<file path="config.mk">
export PLATFORM = sky130hd
export DESIGN_NAME = bcd_edit_ctrl_flat
export DESIGN_NICKNAME = d
export VERILOG_FILES = /design/src/rtl/bcd_edit_ctrl_if.sv /design/src/rtl/bcd_edit_ctrl.sv /design/src/flat_wrapper.sv
export SDC_FILE = /design/constraint.sdc
export NUM_CORES = 1
export LEC_CHECK = 0
export ABC_CLOCK_PERIOD_IN_PS = 6900
export CORE_MARGIN = 2
export CORE_UTILIZATION = 60
export DETAILED_ROUTE_END_ITERATION = 12
export GPL_TIMING_DRIVEN = 1
export MAX_ROUTING_LAYER = met4
export PLACE_DENSITY = 0.86
export SLEW_MARGIN = 20
export SYNTH_ARGS = -nofsm -noshare
export SYNTH_HDL_FRONTEND = slang
export SYNTH_SLANG_ARGS = --single-unit
export TNS_END_PERCENT = 1
</file>
<file path="constraint.sdc">
create_clock -name clk -period 6.9 [get_ports clk]
set_input_delay 1.38 -clock clk [delete_from_list [all_inputs] [get_ports clk]]
set_output_delay 1.38 -clock clk [all_outputs]
set_load 0.01 [all_outputs]
</file>
<file path="src/rtl/bcd_edit_ctrl_if.sv">
// ---------------------------------------------------------------------------
// bcd_edit_ctrl_if
//   Bus between the front-panel controller and the 8-digit BCD counter.
//
//   Signals
//     en          controller -> counter   counter count enable
//     load        controller -> counter   write request
//     bitSW       controller -> counter   digit index being written
//     digitSW     controller -> counter   BCD value to write
//     numStorage  counter -> controller   live counter contents, 4 bits per digit
//
//   Handshake: load is the request (valid). Once raised, load stays high and
//   bitSW/digitSW stay stable until the addressed digit of numStorage reads
//   back equal to digitSW. That readback equality is the acknowledge (ready).
//   The controller also gives up after a bounded number of cycles. Because
//   the acknowledge is the readback itself, the counter can run from any
//   divided clock.
//
//   Modports
//     master  controller side
//     slave   counter side
// ---------------------------------------------------------------------------
interface bcd_edit_ctrl_if #(
  parameter int NUM_DIGITS = 8,
  parameter int IDX_W      = 3
);
  logic                    en;
  logic                    load;
  logic [IDX_W-1:0]        bitSW;
  logic [3:0]              digitSW;
  logic [4*NUM_DIGITS-1:0] numStorage;

  modport master (output en, output load, output bitSW, output digitSW,
                  input numStorage);
  modport slave  (input en, input load, input bitSW, input digitSW,
                  output numStorage);
endinterface

</file>
<file path="src/rtl/bcd_edit_ctrl.sv">
// ---------------------------------------------------------------------------
// bcd_edit_ctrl
//   Front-panel controller for the 8-digit BCD counter.
//   RUN  : counter enable follows the run switch.
//   EDIT : a cursor selects a digit; inc/dec change its value and each change
//          is committed through a load handshake (WRITE state).
//
//   Ports
//     clk       board clock, rising edge
//     rst       asynchronous reset, active low
//     mode_btn  raw button, rising edge toggles RUN/EDIT
//     next_btn  raw button, rising edge advances the cursor
//     inc_btn   raw button, rising edge increments the selected digit
//     dec_btn   raw button, rising edge decrements the selected digit
//     run_sw    run switch (level)
//     cnt       counter bus (master side): en, load, bitSW, digitSW, numStorage
//     editing   1 whenever the controller is not in RUN
//     blink     cursor blink for the display, 0 outside EDIT
//     err       sticky write-timeout flag, cleared only by reset
//     state_dbg current FSM state
// ---------------------------------------------------------------------------
module bcd_edit_ctrl #(
  parameter int NUM_DIGITS = 8,
  parameter int IDX_W      = 3,
  parameter int TIMEOUT    = 2**20,
  parameter int BLINK_W    = 24
) (
  input  logic                  clk,
  input  logic                  rst,
  input  logic                  mode_btn,
  input  logic                  next_btn,
  input  logic                  inc_btn,
  input  logic                  dec_btn,
  input  logic                  run_sw,
  bcd_edit_ctrl_if.master       cnt,
  output logic                  editing,
  output logic                  blink,
  output logic                  err,
  output logic [1:0]            state_dbg
);

  localparam int TIMER_W = (TIMEOUT > 1) ? $clog2(TIMEOUT) : 1;
  localparam logic [TIMER_W-1:0] TIMER_LAST = TIMER_W'(TIMEOUT - 1);
  localparam logic [IDX_W-1:0]   IDX_LAST   = IDX_W'(NUM_DIGITS - 1);

  typedef enum logic [1:0] {
    ST_RUN   = 2'd0,
    ST_EDIT  = 2'd1,
    ST_WRITE = 2'd2
  } state_t;

  // Button synchronisers: bit 3 mode, 2 next, 1 inc, 0 dec.
  logic [3:0] btn_raw;
  logic [3:0] sync1_q, sync2_q, sync3_q;
  logic [3:0] pulse;
  logic       mode_ev, next_ev, inc_ev, dec_ev;

  assign btn_raw = {mode_btn, next_btn, inc_btn, dec_btn};

  always_ff @(posedge clk or negedge rst) begin
    if (!rst) begin
      sync1_q <= '0;
      sync2_q <= '0;
      sync3_q <= '0;
    end else begin
      sync1_q <= btn_raw;
      sync2_q <= sync1_q;
      sync3_q <= sync2_q;
    end
  end

  assign pulse = sync2_q & ~sync3_q;

  // Only the highest-priority edge of a cycle survives.
  assign mode_ev = pulse[3];
  assign next_ev = pulse[2] & ~pulse[3];
  assign inc_ev  = pulse[1] & ~(|pulse[3:2]);
  assign dec_ev  = pulse[0] & ~(|pulse[3:1]);

  function automatic logic [3:0] digit_at(input logic [4*NUM_DIGITS-1:0] word,
                                          input logic [IDX_W-1:0]        i);
    return word[4*i +: 4];
  endfunction

  state_t             state_q, state_d;
  logic [IDX_W-1:0]   idx_q, idx_d, next_idx;
  logic [3:0]         val_q, val_d;
  logic [TIMER_W-1:0] timer_q, timer_d;
  logic [BLINK_W-1:0] blink_q, blink_d;
  logic               en_q, en_d;
  logic               load_q, load_d;
  logic               err_q, err_d;

  always_ff @(posedge clk or negedge rst) begin
    if (!rst) begin
      state_q <= ST_RUN;
      idx_q   <= '0;
      val_q   <= '0;
      timer_q <= '0;
      blink_q <= '0;
      en_q    <= 1'b0;
      load_q  <= 1'b0;
      err_q   <= 1'b0;
    end else begin
      state_q <= state_d;
      idx_q   <= idx_d;
      val_q   <= val_d;
      timer_q <= timer_d;
      blink_q <= blink_d;
      en_q    <= en_d;
      load_q  <= load_d;
      err_q   <= err_d;
    end
  end

  always_comb begin
    state_d  = state_q;
    idx_d    = idx_q;
    val_d    = val_q;
    timer_d  = timer_q;
    blink_d  = blink_q + 1'b1;
    en_d     = 1'b0;
    load_d   = 1'b0;
    err_d    = err_q;
    next_idx = (idx_q == IDX_LAST) ? '0 : idx_q + 1'b1;

    case (state_q)
      ST_RUN: begin
        en_d = run_sw;
        if (mode_ev) begin
          state_d = ST_EDIT;
          en_d    = 1'b0;
          idx_d   = '0;
          val_d   = digit_at(cnt.numStorage, IDX_W'(0));
          blink_d = '0;
        end
      end

      ST_EDIT: begin
        if (mode_ev) begin
          state_d = ST_RUN;
        end else if (next_ev) begin
          idx_d = next_idx;
          val_d = digit_at(cnt.numStorage, next_idx);
        end else if (inc_ev) begin
          // Non-BCD values (A-F) wrap to 0 like 9 does.
          val_d   = (val_q >= 4'd9) ? 4'd0 : val_q + 4'd1;
          timer_d = '0;
          load_d  = 1'b1;
          state_d = ST_WRITE;
        end else if (dec_ev) begin
          // Non-BCD values (A-F) collapse to 9 like 0 does.
          val_d   = (val_q == 4'd0 || val_q > 4'd9) ? 4'd9 : val_q - 4'd1;
          timer_d = '0;
          load_d  = 1'b1;
          state_d = ST_WRITE;
        end
      end

      ST_WRITE: begin
        // Button edges are ignored here; the write must finish first.
        load_d = 1'b1;
        if (digit_at(cnt.numStorage, idx_q) == val_q) begin
          load_d  = 1'b0;
          timer_d = '0;
          state_d = ST_EDIT;
        end else if (timer_q == TIMER_LAST) begin
          load_d  = 1'b0;
          timer_d = '0;
          err_d   = 1'b1;
          state_d = ST_EDIT;
        end else begin
          timer_d = timer_q + 1'b1;
        end
      end

      default: begin
        state_d = ST_RUN;
      end
    endcase
  end

  assign cnt.en      = en_q;
  assign cnt.load    = load_q;
  assign cnt.bitSW   = idx_q;
  assign cnt.digitSW = val_q;
  assign editing     = (state_q != ST_RUN);
  assign blink       = (state_q == ST_EDIT) & blink_q[BLINK_W-1];
  assign err         = err_q;
  assign state_dbg   = state_q;

endmodule
</file>
<file path="src/flat_wrapper.sv">
// flat-port wrapper written by rule: the top's interface ports become plain ports
module bcd_edit_ctrl_flat 
#(
  parameter int NUM_DIGITS = 8,
  parameter int IDX_W      = 3,
  parameter int TIMEOUT    = 2**20,
  parameter int BLINK_W    = 24
)
  (clk, rst, mode_btn, next_btn, inc_btn, dec_btn, run_sw, editing, blink, err, state_dbg, cnt_en, cnt_load, cnt_bitSW, cnt_digitSW, cnt_numStorage);
  bcd_edit_ctrl_if #(.NUM_DIGITS(NUM_DIGITS), .IDX_W(IDX_W)) cnt_i ();
  input  logic clk;
  input  logic rst;
  input  logic mode_btn;
  input  logic next_btn;
  input  logic inc_btn;
  input  logic dec_btn;
  input  logic run_sw;
  output logic editing;
  output logic blink;
  output logic err;
  output logic [1:0] state_dbg;
  output wire logic [$bits(cnt_i.en)-1:0] cnt_en;
  output wire logic [$bits(cnt_i.load)-1:0] cnt_load;
  output wire logic [$bits(cnt_i.bitSW)-1:0] cnt_bitSW;
  output wire logic [$bits(cnt_i.digitSW)-1:0] cnt_digitSW;
  input wire logic [$bits(cnt_i.numStorage)-1:0] cnt_numStorage;
  assign cnt_en = cnt_i.en;
  assign cnt_load = cnt_i.load;
  assign cnt_bitSW = cnt_i.bitSW;
  assign cnt_digitSW = cnt_i.digitSW;
  assign cnt_i.numStorage = cnt_numStorage;
  bcd_edit_ctrl #(.NUM_DIGITS(NUM_DIGITS), .IDX_W(IDX_W), .TIMEOUT(TIMEOUT), .BLINK_W(BLINK_W)) u_core (.clk(clk), .rst(rst), .mode_btn(mode_btn), .next_btn(next_btn), .inc_btn(inc_btn), .dec_btn(dec_btn), .run_sw(run_sw), .cnt(cnt_i), .editing(editing), .blink(blink), .err(err), .state_dbg(state_dbg));
endmodule
</file>
==> run_summary.xml, run 1 <==
<?xml version="1.0" encoding="UTF-8"?>
<metrics>
  <group name="placed_design">
    <metric name="placed_cell_area" unit="um2">4610</metric>
    <metric name="hpwl_detailed" unit="um">6850</metric>
    <metric name="io_buffer_count" unit="">52</metric>
    <metric name="globalplace.congestion" unit="">0.878</metric>
  </group>
  <group name="sta">
    <metric name="max_slew.worst_pin.slew" unit="ps">928</metric>
    <metric name="fmax" unit="MHz">250</metric>
    <metric name="worst_clock_skew" unit="ps">10.4</metric>
    <metric name="period_share" unit="%">57.9</metric>
    <metric name="rsz0062_at_grt" unit="">false</metric>
    <metric name="setup_total_negative_slack" unit="ps">0</metric>
    <metric name="report.final.slew_viol_count" unit="">0</metric>
    <metric name="timing.max_slew.rel_slack" unit="%">37.9</metric>
    <metric name="layout_min_cycle_time" unit="ps">4000</metric>
    <metric name="finalHoldViolCount" unit="">0</metric>
    <metric name="hold_slack" unit="ps">347</metric>
    <metric name="finalSetupViolCount" unit="">0</metric>
  </group>
  <group name="pwr">
    <metric name="sequentialPowerShare" unit="%">33.0</metric>
    <metric name="clock_power_share" unit="%">20.3</metric>
    <metric name="switching_power" unit="uW">654</metric>
    <metric name="comb_power_share" unit="%">46.7</metric>
    <metric name="p_leak" unit="nW">1.97</metric>
    <metric name="p_per_area" unit="nW/um2">340</metric>
    <metric name="internal-power" unit="uW">979</metric>
    <metric name="switching_share" unit="%">40.0</metric>
    <metric name="ir_worst_vdd" unit="mV">0.297</metric>
  </group>
  <group name="cts">
    <metric name="ctsResizeCount" unit="">0</metric>
    <metric name="clk-insertion-delay-late" unit="ps">360</metric>
    <metric name="total_clock_buffers_created_by_cts" unit="">9</metric>
    <metric name="max_clock_buf_depth" unit="">2</metric>
    <metric name="tritoncts_clock_tree" unit="">built</metric>
    <metric name="cts_clk_pin_slew_worst_paths" unit="ps">70</metric>
    <metric name="postCtsHoldBufs" unit="">0</metric>
    <metric name="clock_tree.htree_level_count" unit="">3</metric>
    <metric name="postCtsSetupBuffers" unit="">0</metric>
    <metric name="clock_sinks" unit="">68</metric>
    <metric name="cts.root.buffer_cell" unit="">clkbuf_8</metric>
  </group>
  <group name="critical_path">
    <metric name="worst_ep_required" unit="ps">7160</metric>
    <metric name="r2r_setup_slack" unit="ps">3500</metric>
    <metric name="cp_top_family" unit="">simple AND/OR/NAND/NOR gates</metric>
    <metric name="crit_path_launch_type" unit="">input pin</metric>
    <metric name="launching_point_of_the_worst_reg2reg_path" unit="">u_core.cnt.bitSW[0]</metric>
    <metric name="critical_path_peak_fanout" unit="">22</metric>
    <metric name="crit_type" unit="">in -&gt; reg</metric>
    <metric name="critical_path_arrival" unit="ps">4250</metric>
    <metric name="worst_setup_path_end_kind" unit="">flop</metric>
    <metric name="worst-r2r-cell-count" unit="">6</metric>
    <metric name="critical_path.startpoint" unit="">cnt_numStorage[2]</metric>
    <metric name="critical_path.n_buffers_inverters" unit="">1</metric>
    <metric name="cp_slowest_stage_delay" unit="ps">740</metric>
    <metric name="cell_chain_critical_path" unit="">clkdlybuf4s50_1 -&gt; mux2i_1 -&gt; mux4_2 -&gt; xnor2_1 -&gt; nand4_1 -&gt; and2_1 -&gt; o311ai_1</metric>
    <metric name="worstReg2RegEnd" unit="">u_core.state_dbg[1]</metric>
    <metric name="critPathSlowestCell" unit="">nand4_1</metric>
  </group>
  <group name="route">
    <metric name="routed_wire_length_per_instance" unit="um">17.2</metric>
    <metric name="drt-initial-drc-count" unit="">228</metric>
    <metric name="route.detailed.drc" unit="">0</metric>
    <metric name="num_vias" unit="">3455</metric>
    <metric name="avgViaCountPerCell" unit="">6.20</metric>
    <metric name="drt_first_pass_iters" unit="">4</metric>
    <metric name="wirelength" unit="um">9590</metric>
    <metric name="antenna_left" unit="">0</metric>
  </group>
  <group name="synth">
    <metric name="syn-num-nets" unit="">478</metric>
    <metric name="synth_area" unit="um2">4050</metric>
    <metric name="synth_largest_type_area_fraction" unit="%">42.0</metric>
    <metric name="synth_area_leaders" unit="">dfrtp_1, mux2i_1, mux4_2</metric>
    <metric name="syn_area_per_cell" unit="um2">9.49</metric>
    <metric name="post_synthesis_cell_count" unit="">427</metric>
    <metric name="ys.flop_type" unit="">dfrtp_1</metric>
    <metric name="yosys_warnings" unit="">0</metric>
    <metric name="synth_top_area_cell" unit="">dfrtp_1</metric>
    <metric name="synth_async_sr_flop_share" unit="%">100</metric>
    <metric name="synth_enable_flop_cells" unit="">0</metric>
    <metric name="number_of_synthesized_register_bits" unit="">68</metric>
    <metric name="synth.distinct_cells" unit="">54</metric>
    <metric name="synth.yosys.seq_area_share" unit="%">42.0</metric>
  </group>
  <group name="die">
    <metric name="io_pins" unit="">53</metric>
    <metric name="core.rowCount" unit="">29</metric>
    <metric name="core_area" unit="um2">6460</metric>
    <metric name="height_of_the_chip" unit="um">86.2</metric>
    <metric name="die-width" unit="um">86.2</metric>
    <metric name="floorplan.die_area" unit="um2">7430</metric>
    <metric name="initial_core_util" unit="%">62.7</metric>
  </group>
  <group name="global_route">
    <metric name="grt_overflow" unit="">0</metric>
    <metric name="antenna_found_initial" unit="">0</metric>
    <metric name="track_usage" unit="%">28.4</metric>
    <metric name="grt_start_max_net_pins" unit="">69</metric>
    <metric name="grt_first_pass_wirelength" unit="um">16100</metric>
    <metric name="vias_in_the_first_global_route" unit="">3470</metric>
  </group>
  <group name="layout">
    <metric name="final_cell_mix" unit="">dfrtp_1, clkdlybuf4s50_1, nand2_1</metric>
    <metric name="final_nets" unit="">526</metric>
    <metric name="final_common_cell" unit="">dfrtp_1</metric>
    <metric name="fillCellCount" unit="">487</metric>
    <metric name="area_growth_syn_to_fin" unit="%">18.6</metric>
    <metric name="antenna_cells_inserted" unit="">0</metric>
    <metric name="layout-drive-gt1-share" unit="%">8.75</metric>
    <metric name="fin_area" unit="um2">4810</metric>
  </group>
  <group name="worst_hold_path">
    <metric name="hold_path_depth" unit="">0</metric>
    <metric name="hold_path.class" unit="">reg -&gt; reg</metric>
    <metric name="worst_min_delay_path_endpoint" unit="">u_core.sync2_q[0]</metric>
    <metric name="min_from" unit="">u_core.sync1_q[0]</metric>
  </group>
  <group name="status">
    <metric name="run_status" unit="">finished, final reports clean</metric>
  </group>
  <group name="flow_run">
    <metric name="cap_viol_max_count" unit="">0</metric>
  </group>
</metrics>
-- logic make-up after synthesis --
family | synth area share (%)
AOI/OAI and AO/OA | 15.8
muxes | 9.17
adders and majority gates | 3.70
and+or+nand+nor | 19.9
buffers and inverters | 4.08
DFF | 42.0
xor gates and xnor gates | 5.40
-- how the worst max path moves through the flow --
stage                               end  slack [ps]  depth (start not counted)
floorplan             u_core.timer_q[6]        4040                          7
global placement    u_core.state_dbg[1]        2630                          7
detailed placement  u_core.state_dbg[1]        2570                          7
CTS                 u_core.state_dbg[1]        2930                          7
global route         u_core.timer_q[15]        2710                          7
finish              u_core.state_dbg[1]        2900                          7
-- worst register-to-register path, stage by stage, from the launching register on --
cell and delay (ps):
dfrtp_2 810, mux2i_1 210, mux4_2 510, xnor2_1 180, nand4_1 740, and2_1 540, o311ai_1 320
-- final cells by class --
type | instances | area (um2) | area share, %
clock buffers | 12 | 145 | 3.02
flip-flops and latches | 68 | 1700 | 35.4
well taps | 77 | 96.3 | 2.00
inverters | 22 | 82.6 | 1.72
repair buffers | 56 | 546 | 11.3
clock inverters | 4 | 48.8 | 1.02
multi-input cells | 318 | 2190 | 45.5
-- metal layers --
layer / share of wire, % / track usage [%] / vias to the layer above
met5: 0 / - / -
li1: - / - / 1651
met3: 3.5 / 5.81 / 14
met1: 44 / 36.5 / 1716
met4: 1.6 / 9.52 / 0
met2: 51 / 45.5 / 74
-- state kept, by name (all words and copies together) (netlist names) --
name and cells:
u_core.blink_q 24, u_core.cnt.bitSW 3, u_core.sync1_q 4, u_core.sync2_q 4, u_core.cnt.digitSW 4, u_core.cnt.load 1, u_core.sync3_q 4, u_core.err 1
u_core.cnt.en 1, u_core.timer_q 20, u_core.state_dbg 2
-- power groups by stage --
stage	registers, mW	logic (mW)	clock network [mW]
after floorplan	0.514	0.545	0
after global routing	0.547	0.835	0.352
after detailed placement	0.544	0.748	0
after global placement	0.537	0.725	0
final	0.539	0.763	0.331
after CTS	0.537	0.757	0.333
-- cells in the mapped netlist, types with 13 or more instances --
library cell / n
nand3_1: 24
dfrtp_1: 68
mux2i_1: 18
o21ai_0: 13
inv_1: 22
nor2_1: 38
clkbuf_1: 14
xor2_1: 13
nand2_1: 43
-- stage by stage --
step           util, %  power [mW]  cells  setup WS (ps)
2_1_floorplan        -        1.06    427           4040
5_1_grt           74.4        1.73    557           2710
3_3_place_gp      71.4        1.26    541           2630
6_report          74.4        1.63    557           2900
3_5_place_dp      71.4        1.29    541           2570
4_1_cts           74.4        1.63    557           2930
No activity file was read; power rests on OpenSTA's default activity.
==> run 2: changes to the inputs <==
- ABC_CLOCK_PERIOD_IN_PS: 6900 -> 4100
- CORE_UTILIZATION: 60 -> 56
- PLACE_DENSITY: 0.86 -> 0.81
- clock period: 6.9 -> 4.1 ns (I/O delays scaled with it)
==> run 2 against run 1 <==
Net effect: clock skew fell by 1.3 ps; core utilization fell by 5.9 points; largest cell class unchanged; count of clock-buffer cells in the layout fell by 1; highest routed layer unchanged; non-clock buffer count rose by 2; critical endpoint is now u_core.cnt.digitSW[1].
==> run_summary.xml, run 2 (same netlist as run 1, synthesis figures left out) <==
<?xml version="1.0" encoding="UTF-8"?>
<metrics>
  <group name="sta">
    <metric name="worst_clock_skew" unit="ps">9.10</metric>
    <metric name="finalHoldViolCount" unit="">0</metric>
    <metric name="setup_total_negative_slack" unit="ps">0</metric>
    <metric name="rsz0062_at_grt" unit="">false</metric>
    <metric name="timing.max_slew.rel_slack" unit="%">36.2</metric>
    <metric name="fmax" unit="MHz">324</metric>
    <metric name="layout_min_cycle_time" unit="ps">3090</metric>
    <metric name="report.final.slew_viol_count" unit="">0</metric>
    <metric name="finalSetupViolCount" unit="">0</metric>
    <metric name="period_share" unit="%">75.3</metric>
    <metric name="max_slew.worst_pin.slew" unit="ps">957</metric>
    <metric name="hold_slack" unit="ps">351</metric>
  </group>
  <group name="cts">
    <metric name="clk-insertion-delay-late" unit="ps">360</metric>
    <metric name="max_clock_buf_depth" unit="">2</metric>
    <metric name="tritoncts_clock_tree" unit="">built</metric>
    <metric name="clock_sinks" unit="">68</metric>
    <metric name="postCtsHoldBufs" unit="">0</metric>
    <metric name="cts.root.buffer_cell" unit="">clkbuf_8</metric>
    <metric name="postCtsSetupBuffers" unit="">0</metric>
    <metric name="total_clock_buffers_created_by_cts" unit="">9</metric>
    <metric name="ctsResizeCount" unit="">0</metric>
    <metric name="clock_tree.htree_level_count" unit="">3</metric>
    <metric name="cts_clk_pin_slew_worst_paths" unit="ps">70</metric>
  </group>
  <group name="route">
    <metric name="route.detailed.drc" unit="">0</metric>
    <metric name="drt_first_pass_iters" unit="">5</metric>
    <metric name="wirelength" unit="um">9330</metric>
    <metric name="antenna_left" unit="">0</metric>
    <metric name="num_vias" unit="">3452</metric>
    <metric name="routed_wire_length_per_instance" unit="um">16.1</metric>
    <metric name="avgViaCountPerCell" unit="">5.94</metric>
    <metric name="drt-initial-drc-count" unit="">184</metric>
  </group>
  <group name="layout">
    <metric name="final_nets" unit="">528</metric>
    <metric name="final_cell_mix" unit="">dfrtp_1, clkdlybuf4s50_1, nand2_1</metric>
    <metric name="largest-register" unit="">u_core.blink_q</metric>
    <metric name="antenna_cells_inserted" unit="">0</metric>
    <metric name="area_growth_syn_to_fin" unit="%">20.7</metric>
    <metric name="layout_top_registers" unit="">u_core.blink_q x24, u_core.timer_q x20</metric>
    <metric name="fin_cells" unit="">581</metric>
    <metric name="final_common_cell" unit="">dfrtp_1</metric>
    <metric name="fillCellCount" unit="">573</metric>
    <metric name="largest_register_ffs" unit="">24</metric>
    <metric name="layout-drive-gt1-share" unit="%">9.54</metric>
    <metric name="post-route-util" unit="%">68.5</metric>
  </group>
  <group name="critical_path">
    <metric name="critical_path_arrival" unit="ps">3300</metric>
    <metric name="worst_setup_path_end_kind" unit="">flop</metric>
    <metric name="cp_slowest_stage_delay" unit="ps">670</metric>
    <metric name="critPathSlowestCell" unit="">dfrtp_2</metric>
    <metric name="worst-r2r-cell-count" unit="">8</metric>
    <metric name="critical_path_peak_fanout" unit="">32</metric>
    <metric name="crit_path_launch_type" unit="">flop</metric>
    <metric name="cell_chain_critical_path" unit="">ha_1 -&gt; ha_1 -&gt; nor2_2 -&gt; mux4_2 -&gt; nand2_1 -&gt; a21oi_1 -&gt; a2111oi_0 -&gt; a21oi_1</metric>
    <metric name="worst_ep_required" unit="ps">4310</metric>
    <metric name="crit_type" unit="">reg -&gt; reg</metric>
  </group>
  <group name="pwr">
    <metric name="p_per_area" unit="nW/um2">579</metric>
    <metric name="ir_worst_vdd" unit="mV">0.362</metric>
    <metric name="fin_total_pwr" unit="mW">2.83</metric>
    <metric name="p_leak" unit="nW">1.99</metric>
  </group>
  <group name="global_route">
    <metric name="vias_in_the_first_global_route" unit="">3368</metric>
    <metric name="grt_first_pass_wirelength" unit="um">15400</metric>
    <metric name="antenna_found_initial" unit="">0</metric>
    <metric name="grt_overflow" unit="">0</metric>
    <metric name="grt_start_max_net_pins" unit="">43</metric>
    <metric name="track_usage" unit="%">25.8</metric>
  </group>
  <group name="die">
    <metric name="height_of_the_chip" unit="um">89.1</metric>
    <metric name="core.rowCount" unit="">31</metric>
    <metric name="die-width" unit="um">89.1</metric>
    <metric name="floorplan.die_area" unit="um2">7930</metric>
    <metric name="core_area" unit="um2">7140</metric>
    <metric name="io_pins" unit="">53</metric>
    <metric name="initial_core_util" unit="%">56.8</metric>
  </group>
  <group name="placed_design">
    <metric name="io_buffer_count" unit="">52</metric>
    <metric name="hpwl_detailed" unit="um">6640</metric>
    <metric name="numPlacedInstances" unit="">565</metric>
    <metric name="globalplace.congestion" unit="">0.901</metric>
  </group>
  <group name="worst_hold_path">
    <metric name="hold_path.class" unit="">reg -&gt; reg</metric>
    <metric name="hold_path_depth" unit="">0</metric>
  </group>
  <group name="status">
    <metric name="run_status" unit="">finished, final reports clean</metric>
  </group>
  <group name="flow_run">
    <metric name="cap_viol_max_count" unit="">0</metric>
  </group>
</metrics>
==> run 2: power breakdown <==
part | switching (mW) | internal, mW
logic | 0.674 | 0.609
registers | 0.150 | 0.754
clock network | 0.266 | 0.376
total | 1.09 | 1.74
==> run 2: path summary, 6_finish.rpt <==
path                                     start               endpoint  slack [ps]
min in group asynchronous                  rst     u_core.timer_q[19]         600
hold reg to reg              u_core.sync1_q[3]      u_core.sync2_q[3]         350
setup / recovery           u_core.cnt.bitSW[0]  u_core.cnt.digitSW[1]        1010
setup reg to reg           u_core.cnt.bitSW[0]  u_core.cnt.digitSW[1]        1010
hold / removal               u_core.sync1_q[3]      u_core.sync2_q[3]         350
max in group asynchronous                  rst      u_core.blink_q[7]        2580
==> run 2: layer usage <==
| metal | up-vias | GRT usage (%) | routed length (um) |
|---|---|---|---|
| met1 | 1680 | 32.7 | 4100 |
| met3 | 17 | 6.00 | 467 |
| met2 | 102 | 41.7 | 4600 |
| met4 | 0 | 8.01 | 163 |
| met5 | - | - | 0 |
| li1 | 1653 | - | - |
==> run 2: worst max-delay path: cells and delay by family, from the launching register on <==
kind	cells	cell delay (ps)
AND/OR/NAND/NOR	2	560
AO/OA/AOI/OAI	3	550
adder cells (fa/ha/maj)	2	570
multiplexers	1	600
flip-flops	1	670
==> run 2: final cells by class <==
type	instances	area, um2	share of cell area (%)
Multi-Input combinational cell	318	2190	44.7
Inverter	22	82.6	1.69
Timing Repair Buffer	58	561	11.5
Clock buffer	11	151	3.10
Tap cell	99	124	2.53
Clock inverter	5	83.8	1.71
Sequential cell	68	1700	34.8
==> run 2: through the flow <==
stage	instance area [um2]	worst slack, ps
floorplan	4050	1650
global placement	4650	722
detailed placement	4650	653
CTS	4890	688
global route	4890	776
finish	4890	1010
==> run 3: changes to the inputs <==
- ABC_CLOCK_PERIOD_IN_PS: 4100 -> 3170
- clock period: 4.1 -> 3.17 ns (I/O delays scaled with it)
==> run 3 against run 2 <==
Net effect: sequential cell count stayed put; total power is 31% higher; register-to-register slack worse by 690 ps; cell area is 0.51% higher; global-route usage is 1.0 points higher; critical path type unchanged.
==> run_summary.xml, run 3 (same netlist as run 1, synthesis figures left out) <==
<?xml version="1.0" encoding="UTF-8"?>
<metrics>
  <group name="sta">
    <metric name="report.final.slew_viol_count" unit="">0</metric>
    <metric name="worst_clock_skew" unit="ps">8.41</metric>
    <metric name="hold_slack" unit="ps">152</metric>
    <metric name="period_share" unit="%">89.7</metric>
    <metric name="rsz0062_at_grt" unit="">false</metric>
    <metric name="finalSetupViolCount" unit="">0</metric>
    <metric name="max_slew.worst_pin.slew" unit="ps">820</metric>
    <metric name="layout_min_cycle_time" unit="ps">2840</metric>
    <metric name="setup_total_negative_slack" unit="ps">0</metric>
    <metric name="fmax" unit="MHz">352</metric>
    <metric name="post-route-worst-setup-slack" unit="ps">326</metric>
    <metric name="finalHoldViolCount" unit="">0</metric>
    <metric name="timing.max_slew.rel_slack" unit="%">45.2</metric>
  </group>
  <group name="route">
    <metric name="num_vias" unit="">3441</metric>
    <metric name="routedLengthMet1" unit="um">4230</metric>
    <metric name="antenna_left" unit="">0</metric>
    <metric name="routed_wire_length_per_instance" unit="um">15.9</metric>
    <metric name="route.detailed.drc" unit="">0</metric>
    <metric name="met2_wl_post_dr" unit="um">4480</metric>
    <metric name="highest-signal-layer" unit="">met4</metric>
    <metric name="drt-initial-drc-count" unit="">281</metric>
    <metric name="drt_first_pass_iters" unit="">5</metric>
    <metric name="wirelength" unit="um">9280</metric>
    <metric name="avgViaCountPerCell" unit="">5.89</metric>
    <metric name="amount_of_wire_on_met3_after_detailed_routing" unit="um">385</metric>
  </group>
  <group name="cts">
    <metric name="clk-insertion-delay-late" unit="ps">350</metric>
    <metric name="clock_tree.htree_level_count" unit="">3</metric>
    <metric name="ctsResizeCount" unit="">0</metric>
    <metric name="cts_clk_pin_slew_worst_paths" unit="ps">70</metric>
    <metric name="tritoncts_clock_tree" unit="">built</metric>
    <metric name="total_clock_buffers_created_by_cts" unit="">9</metric>
    <metric name="clock_sinks" unit="">68</metric>
    <metric name="max_clock_buf_depth" unit="">2</metric>
    <metric name="postCtsHoldBufs" unit="">0</metric>
    <metric name="cts.root.buffer_cell" unit="">clkbuf_8</metric>
    <metric name="postCtsSetupBuffers" unit="">0</metric>
  </group>
  <group name="critical_path">
    <metric name="worst_ep_required" unit="ps">3450</metric>
    <metric name="critical_path.startpoint" unit="">u_core.cnt.digitSW[0]</metric>
    <metric name="crit_path_launch_type" unit="">flop</metric>
    <metric name="critPathSlowestCell" unit="">a2111oi_1</metric>
    <metric name="cpMostUsedCell" unit="">a21oi_1</metric>
    <metric name="crit_type" unit="">reg -&gt; reg</metric>
    <metric name="worst_setup_path_end_kind" unit="">flop</metric>
    <metric name="cp_slowest_stage_delay" unit="ps">790</metric>
    <metric name="critical_path.n_buffers_inverters" unit="">1</metric>
    <metric name="cp_top_family" unit="">compound AO/OA/AOI/OAI gates</metric>
    <metric name="critical_path_arrival" unit="ps">3120</metric>
    <metric name="launching_point_of_the_worst_reg2reg_path" unit="">u_core.cnt.digitSW[0]</metric>
    <metric name="critical_path_peak_fanout" unit="">7</metric>
    <metric name="r2r_setup_slack" unit="ps">330</metric>
    <metric name="cell_chain_critical_path" unit="">inv_1 -&gt; ha_1 -&gt; or3b_1 -&gt; a2111oi_1 -&gt; a21oi_1 -&gt; a221oi_1 -&gt; a2111oi_0 -&gt; a21oi_1</metric>
  </group>
  <group name="die">
    <metric name="io_pins" unit="">53</metric>
    <metric name="core_area" unit="um2">7140</metric>
    <metric name="initial_core_util" unit="%">56.8</metric>
    <metric name="die-width" unit="um">89.1</metric>
    <metric name="height_of_the_chip" unit="um">89.1</metric>
    <metric name="core.rowCount" unit="">31</metric>
    <metric name="floorplan.die_area" unit="um2">7930</metric>
  </group>
  <group name="layout">
    <metric name="layout_top_registers" unit="">u_core.blink_q x24, u_core.timer_q x20</metric>
    <metric name="largest_register_ffs" unit="">24</metric>
    <metric name="antenna_cells_inserted" unit="">0</metric>
    <metric name="final_cell_mix" unit="">dfrtp_1, clkdlybuf4s50_1, nand2_1</metric>
    <metric name="layout-drive-gt1-share" unit="%">9.69</metric>
    <metric name="area_growth_syn_to_fin" unit="%">21.3</metric>
    <metric name="fin_area" unit="um2">4920</metric>
    <metric name="final_common_cell" unit="">dfrtp_1</metric>
    <metric name="largest-register" unit="">u_core.blink_q</metric>
    <metric name="fin_cells" unit="">584</metric>
    <metric name="fillCellCount" unit="">564</metric>
    <metric name="post-route-util" unit="%">68.9</metric>
    <metric name="final_nets" unit="">531</metric>
  </group>
  <group name="pwr">
    <metric name="comb_power_share" unit="%">46.4</metric>
    <metric name="switching_share" unit="%">38.2</metric>
    <metric name="p_per_area" unit="nW/um2">754</metric>
    <metric name="ir_worst_vdd" unit="mV">0.502</metric>
    <metric name="p_leak" unit="nW">2.02</metric>
    <metric name="internal-power" unit="mW">2.29</metric>
    <metric name="clock_power_share" unit="%">23.4</metric>
    <metric name="switching_power" unit="mW">1.42</metric>
    <metric name="fin_total_pwr" unit="mW">3.71</metric>
    <metric name="sequentialPowerShare" unit="%">30.2</metric>
  </group>
  <group name="placed_design">
    <metric name="hpwl_detailed" unit="um">6460</metric>
    <metric name="io_buffer_count" unit="">52</metric>
    <metric name="numPlacedInstances" unit="">568</metric>
    <metric name="placed_cell_area" unit="um2">4680</metric>
    <metric name="globalplace.congestion" unit="">0.890</metric>
    <metric name="dp_worst_setup_slack" unit="ps">137</metric>
  </group>
  <group name="global_route">
    <metric name="grt_first_pass_wirelength" unit="um">16000</metric>
    <metric name="grt_start_max_net_pins" unit="">32</metric>
    <metric name="vias_in_the_first_global_route" unit="">3417</metric>
    <metric name="track_usage" unit="%">26.9</metric>
    <metric name="antenna_found_initial" unit="">0</metric>
    <metric name="grt_overflow" unit="">0</metric>
  </group>
  <group name="flow_run">
    <metric name="cap_viol_max_count" unit="">0</metric>
  </group>
  <group name="status">
    <metric name="run_status" unit="">finished, final reports clean</metric>
  </group>
  <group name="worst_hold_path">
    <metric name="hold_path.class" unit="">in -&gt; async</metric>
  </group>
</metrics>
[run 3: path summary, 6_finish.rpt]
path / endpoint / cells after the start
worst min register to register: u_core.sync2_q[1] / 0
min in group clk: u_core.sync2_q[1] / 0
worst min-delay path: u_core.timer_q[16] / 1
worst max-delay path: u_core.cnt.digitSW[2] / 8
max in group asynchronous: u_core.state_dbg[0] / 2
worst max register to register: u_core.cnt.digitSW[2] / 8
[run 3: final cells by class]
| type | count | area [um2] | share of cell area [%] |
|---|---|---|---|
| Clock buffer | 10 | 128 | 2.60 |
| Timing Repair Buffer | 61 | 583 | 11.9 |
| Clock inverter | 6 | 111 | 2.27 |
| Inverter | 22 | 82.6 | 1.68 |
| Sequential cell | 68 | 1700 | 34.6 |
| Multi-Input combinational cell | 318 | 2190 | 44.5 |
| Tap cell | 99 | 124 | 2.52 |
[run 3: power by group through the flow]
stage                     logic [mW]  registers (mW)  clock network, mW
after CTS                       1.71            1.12              0.884
after global routing            1.89            1.14              0.923
final                           1.72            1.12              0.867
after global placement          1.66            1.12                  0
after detailed placement        1.69            1.13                  0
after floorplan                 1.19            1.12                  0
[run 3: per-layer routing]
metal | vias to the layer above | global-route usage (%)
met5 | - | -
met2 | 90 | 42.4
met4 | 0 | 9.77
met3 | 19 | 4.25
li1 | 1667 | -
met1 | 1665 | 35.5
[run 3: worst reg2reg max path, stage by stage (launching register included)]
cell,delay (ps)
dfrtp_1,460
inv_1,180
ha_1,230
or3b_1,390
a2111oi_1,790
a21oi_1,150
a221oi_1,330
a2111oi_0,100
a21oi_1,140
